[src/rtl/dbus_arbiter.sv]
// Two-master arbiter for the unified memory bus.
// Master 0 is the fetch-side port and master 1 is the memory-stage data port.
// The winning request is latched so the downstream bus sees stable fields.
// The grant is held until s_data_ok; handshakes are routed only to the granted master.
module dbus_arbiter #(
    parameter int ADDR_W  = 64,
    parameter int DATA_W  = 64,
    parameter int RR_MODE = 0
) (
    input  logic                clk,
    input  logic                reset,
    input  logic                m0_valid,
    input  logic [ADDR_W-1:0]   m0_addr,
    input  logic [2:0]          m0_size,
    input  logic [DATA_W/8-1:0] m0_strobe,
    input  logic [DATA_W-1:0]   m0_wdata,
    output logic                m0_addr_ok,
    output logic                m0_data_ok,
    output logic [DATA_W-1:0]   m0_rdata,
    input  logic                m1_valid,
    input  logic [ADDR_W-1:0]   m1_addr,
    input  logic [2:0]          m1_size,
    input  logic [DATA_W/8-1:0] m1_strobe,
    input  logic [DATA_W-1:0]   m1_wdata,
    output logic                m1_addr_ok,
    output logic                m1_data_ok,
    output logic [DATA_W-1:0]   m1_rdata,
    output logic                s_valid,
    output logic [ADDR_W-1:0]   s_addr,
    output logic [2:0]          s_size,
    output logic [DATA_W/8-1:0] s_strobe,
    output logic [DATA_W-1:0]   s_wdata,
    input  logic                s_addr_ok,
    input  logic                s_data_ok,
    input  logic [DATA_W-1:0]   s_rdata
);

    typedef enum logic {
        IDLE = 1'b0,
        BUSY = 1'b1
    } state_t;

    state_t                r_state;
    state_t                w_state_nxt;
    logic                  r_grant;
    logic                  r_last;
    logic                  w_winner;
    logic                  w_start;
    logic [ADDR_W-1:0]     r_addr;
    logic [2:0]            r_size;
    logic [DATA_W/8-1:0]   r_strobe;
    logic [DATA_W-1:0]     r_wdata;

    assign w_start = (r_state == IDLE) && (m0_valid || m1_valid);

    // Pick the winner: master 1 by default, the master not served last on a round-robin collision
    always_comb begin
        w_winner = m1_valid;
        if ((RR_MODE != 0) && m0_valid && m1_valid) begin
            w_winner = ~r_last;
        end
    end

    // State register
    always_ff @(posedge clk or negedge reset) begin
        if (!reset) begin
            r_state <= IDLE;
        end else begin
            r_state <= w_state_nxt;
        end
    end

    // Latch the winning request and track grant / last-served master
    always_ff @(posedge clk or negedge reset) begin
        if (!reset) begin
            r_grant  <= 1'b0;
            r_last   <= 1'b1;
            r_addr   <= '0;
            r_size   <= '0;
            r_strobe <= '0;
            r_wdata  <= '0;
        end else if (w_start) begin
            r_grant  <= w_winner;
            r_addr   <= w_winner ? m1_addr   : m0_addr;
            r_size   <= w_winner ? m1_size   : m0_size;
            r_strobe <= w_winner ? m1_strobe : m0_strobe;
            r_wdata  <= w_winner ? m1_wdata  : m0_wdata;
        end else if ((r_state == BUSY) && s_data_ok) begin
            r_last <= r_grant;
        end
    end

    // Next-state logic and handshake routing to the granted master
    always_comb begin
        w_state_nxt = r_state;
        s_valid     = 1'b0;
        m0_addr_ok  = 1'b0;
        m0_data_ok  = 1'b0;
        m0_rdata    = '0;
        m1_addr_ok  = 1'b0;
        m1_data_ok  = 1'b0;
        m1_rdata    = '0;
        case (r_state)
            IDLE: begin
                if (m0_valid || m1_valid) begin
                    w_state_nxt = BUSY;
                end
            end
            BUSY: begin
                s_valid = 1'b1;
                if (r_grant) begin
                    m1_addr_ok = s_addr_ok;
                    m1_data_ok = s_data_ok;
                    m1_rdata   = s_rdata;
                end else begin
                    m0_addr_ok = s_addr_ok;
                    m0_data_ok = s_data_ok;
                    m0_rdata   = s_rdata;
                end
                if (s_data_ok) begin
                    w_state_nxt = IDLE;
                end
            end
            default: w_state_nxt = IDLE;
        endcase
    end

    assign s_addr   = r_addr;
    assign s_size   = r_size;
    assign s_strobe = r_strobe;
    assign s_wdata  = r_wdata;

endmodule

[config.mk]
export PLATFORM = sky130hd
export DESIGN_NAME = dbus_arbiter
export DESIGN_NICKNAME = d
export VERILOG_FILES = /design/src/rtl/dbus_arbiter.sv
export SDC_FILE = /design/constraint.sdc
export NUM_CORES = 1
export LEC_CHECK = 0
export ABC_AREA = 1
export BUFFER_PORTS_ARGS = -buffer_cell sky130_fd_sc_hd__buf_2
export CORE_AREA = 8 8 237 239
export CTS_CLUSTER_SIZE = 28
export DETAILED_ROUTE_END_ITERATION = 7
export DIE_AREA = 0 0 245 247
export GPL_TIMING_DRIVEN = 0
export SETUP_SLACK_MARGIN = 0.4
export SLEW_MARGIN = 20
export SYNTH_ARGS = -nofsm -noshare
export SYNTH_HDL_FRONTEND = slang
export SYNTH_SLANG_ARGS = --single-unit
[constraint.sdc]
create_clock -name clk -period 1.8 [get_ports clk]
set_input_delay 0.27 -clock clk [delete_from_list [all_inputs] [get_ports clk]]
set_output_delay 0.27 -clock clk [all_outputs]
set_load 0.02 [all_outputs]
## After elaboration in Yosys (flattened, before gate mapping)

Index checks and enable logic that the tools add are counted.

| word-level totals | value |
|---|---|
| logic and storage cells | 29 |
| output and inout bits | 272 |
| input port bits | 348 |
| flip-flop bits (word level) | 141 |

| cells by class | value |
|---|---|
| reductions and logical operators | 2 |
| bitwise logic cells | 1 |
| multiplexer cells | 20 |

Operator list:

| operator | number |
|---|---|
| two-way mux 64 bit | 6 |
| two-way mux 1 bit | 11 |
| two-way mux 8 bit | 1 |
| two-way mux 3 bit | 1 |
| case mux 1 bit (2 select lines) | 1 |
| logical AND 1 bit | 1 |
| logical OR 1 bit | 1 |
| inverter 1 bit | 1 |

## Longest topological paths before layout

| logic depth | value |
|---|---|
| depth after elaboration | 3 |
| depth in mapped cells | 8 |

## Least setup slack after synthesis

Ideal clock, no wire load.

| timing path | value |
|---|---|
| kind | register to output |
| start point | reg r_state |
| end point | out m0_rdata[10] |
| setup slack | 0.221 ns |
| stages on the path, launching flop included | 5 |
| required time | 1.530 ns |
| arrival time | 1.309 ns |
| cells stage by stage | dfrtp_1 > inv_2 > or2_4 > clkbuf_1 > nor2_1 |

| between the ends | value |
|---|---|
| word-level cells in the longest chain between the ends | 1 |

RTL lines:

| what | RTL line | RTL |
|---|---|---|
| from (decl) | 43 | `state_t r_state;` |
| from (signal assigned) | 69 | `r_state <= w_state_nxt;` |
| two-way mux 64 bit | 103 | `case (r_state)` |
| to (decl) | 19 | `output logic [DATA_W-1:0] m0_rdata,` |

No other way between the ends.

## Final worst setup path

| timing path | value |
|---|---|
| start point | reg r_state |
| end point | out m0_rdata[33] |

The elaborated chain is that of the path after synthesis.

==> flow_summary.toml <==
[status]
status = "finished, violations left"
violations = "negative setup slack"

[synthesis]
synth_cells = 1273
synth-seq-cells = 141
syn_nets = 1621
ys_seq_area_share_pct = 41.43
syn_area_um2 = 8517
synth_cell_types = 17
syn_area_per_cell_um2 = 6.690
yosysWarnings = 0

[power_and_ir_drop]
swShare_pct = 45.57
pwr-share-clk_pct = 17.8
p_seq_share_pct = 24.6
ir_drop_mv = 0.5681
power.switching_w = 0.009435
p_leak_nw = 8.821
powerDensity_nw_per_um2 = 1365
p_comb_share_pct = 57.6
internal-power_w = 0.01127

[worst_setup_path]
end_kind = "output port"
startpoint = "r_state"
r2r_cells = 9
worstPathMaxFanout = 5
arrival_ns = 1.77
worstSetupStartpointType = "flip-flop"
r2r-start = "r_state"
worstSetupPathType = "flip-flop to output port"
crit_required_ns = 1.53

[global_routing]
grt.total_usage_pct = 15.32
grt_pass1_vias = 10526
grt_overflow = 0
antenna_found_initial = 5
grt_pass1_wl_um = 68230
grt_max_degree = 78

[sta]
rsz0062_at_grt = "true"
post-route-min-period_ns = 2.036
worstMarginPinSlew_ns = 0.5962
hold_violations = 0
tns_ns = -21.90
max_freq_ghz = 0.4912
finalMaxSlewViolations = 0
setup_violations = 132
slew-limit-headroom_pct = 60.25
fin_crit_sh_pct = 113.1
hold_slack_ns = 0.07580
setup_slack_ns = -0.2357
finClkSkew_ns = 0.01476

[finish]
nets = 2293
drive_gt1_share_pct = 47.45
final_core_util_pct = 29.04
area_growth_pct = 78.10
nFillCells = 5703

[clock_tree]
htreeDepth = 4
numCtsBuffers = 17
cts_tree = "built"
clk_latency_ns = 0.48
clkTransAtPathRegs_ns = 0.07
cts_buffer_depth = 2
root_buffer = "clkbuf_16"
clock-sinks = 141

[routing]
routedWlPerCell_um = 19.10
drtAntennaViolNets = 0
viasPerCell = 4.015
drcViolationCount = 0
dr.pass1.iters = 4
vias = 10639
dr.first_iter.drc_count = 509
routed_wirelength_um = 50600

[worst_hold_path]
hold_depth = 5
min_from = "m0_strobe[6]"
worstHoldPathType = "input port to flip-flop"

[die]
die_h_um = 247
initial_utilization_pct = 16.30
pin_count = 620
dieArea_um2 = 60520
core_um2 = 52240
chipWidth_um = 245
core.rowCount = 84

[job]
maxCapViolations = 0

[placement]
numPortBuffers = 618
hpwl_um = 39330
dpl_worst_slack_ns = 0.05518
gp_congestion = 0.9377
-- kinds of logic after synthesis --
kind of cell | after synthesis | synth area share (%)
AOI/OAI and AO/OA | 1 | 0.08818
buffers and inverters | 158 | 9.769
DFF | 141 | 41.43
and+or+nand+nor | 973 | 48.71
-- timing repair --
item | CTS | global route
pin swaps | 4 | 7
hold buffers | 2 | 0
cloned | 2 | 16
endpoints found under the setup margin | 261 | 281
endpoints found under the hold margin | 65 | 0
setup buffers | 8 | 6
resized for setup | 189 | 220
-- cells in the final DEF (no fill, tap or decap), drive strengths merged --
| cell | count |
|---|---|
| nand2 | 701 |
| nand3 | 139 |
| inv | 70 |
| bufinv | 2 |
| clkinvlp | 4 |
| nor2 | 132 |
| clkbuf | 49 |
| buf | 712 |
| or2 | 1 |
| dfrtp | 141 |
| dlygate4sd3 | 2 |
| clkinv | 4 |
| o211ai | 1 |
| diode | 4 |
-- synthesized netlist by cell type --
| master | number | area (um2) |
|---|---|---|
| buf_1 | 1 | 3.750 |
| buf_12 | 4 | 80.08 |
| buf_2 | 40 | 200.2 |
| buf_4 | 31 | 232.7 |
| buf_6 | 1 | 11.26 |
| clkbuf_1 | 13 | 48.80 |
| dfrtp_1 | 141 | 3528 |
| inv_1 | 66 | 247.7 |
| inv_2 | 2 | 7.510 |
| nand2_1 | 698 | 2620 |
| nand2_2 | 1 | 6.260 |
| nand2_4 | 2 | 22.52 |
| nand3_1 | 139 | 695.7 |
| nor2_1 | 92 | 345.3 |
| nor2_4 | 40 | 450.4 |
| o211ai_1 | 1 | 7.510 |
| or2_4 | 1 | 8.760 |
-- power groups by stage --
stage          clock (W)  sequential (W)  combinational, W
6_report         0.00369         0.00509            0.0119
2_1_floorplan          0         0.00653           0.00414
4_1_cts          0.00386         0.00508            0.0106
3_5_place_dp           0         0.00509           0.00958
3_3_place_gp           0         0.00507           0.00953
5_1_grt          0.00397         0.00523            0.0127
-- layout make-up --
| class | count | area [um2] | area share [%] |
|---|---|---|---|
| flip-flops and latches | 141 | 3530 | 23.27 |
| clock inverters | 12 | 135.1 | 0.8909 |
| plain buffers | 90 | 985.9 | 6.500 |
| repair buffers | 653 | 4228 | 27.87 |
| multi-input cells | 974 | 4705 | 31.02 |
| clock buffers | 20 | 456.7 | 3.011 |
| inverters | 68 | 257.7 | 1.699 |
| diodes | 4 | 10.01 | 0.06599 |
| well taps | 688 | 860.8 | 5.675 |
-- final timing paths --
| kind | to | slack [ns] |
|---|---|---|
| worst max-delay path | m0_rdata[33] | -0.24 |
| worst min-delay path | s_strobe[6] | 0.08 |
| worst max register to register | s_addr[24] | 0.21 |
| worst min register to register | s_wdata[0] | 0.50 |
| max in group asynchronous | s_addr[43] | 0.62 |
| min in group asynchronous | s_wdata[42] | 0.33 |
-- per-stage QoR --
step	instance area [um2]	cells	power, W
final	15170	2650	0.02070
after global routing	15160	2648	0.02190
after CTS	14050	2624	0.01951
after detailed placement	12740	2580	0.01467
after global placement	12700	2579	0.01460
after floorplan	8748	1273	0.01067
-- worst max-delay path, stage by stage, from the launching register on --
cell and delay [ns]:
dfrtp_2 0.42, inv_4 0.05, or2_4 0.27, buf_12 0.16, buf_12 0.14, nor2_4 0.12
buf_6 0.13
-- sequential cells by signal, summed over array words and instances, names as in the netlist --
| name | count |
|---|---|
| r_grant | 1 |
| r_state | 1 |
| s_addr | 64 |
| s_size | 3 |
| s_strobe | 8 |
| s_wdata | 64 |
-- metal layers --
metal | GRT usage (%) | vias up | wire length [um]
li1 | - | 5207 | -
met1 | 17.29 | 4878 | 19610
met2 | 26.63 | 473 | 25820
met3 | 4.348 | 81 | 3438
met4 | 6.975 | 0 | 1735
met5 | 0 | - | 0
Power figures use the tool's default switching activity.
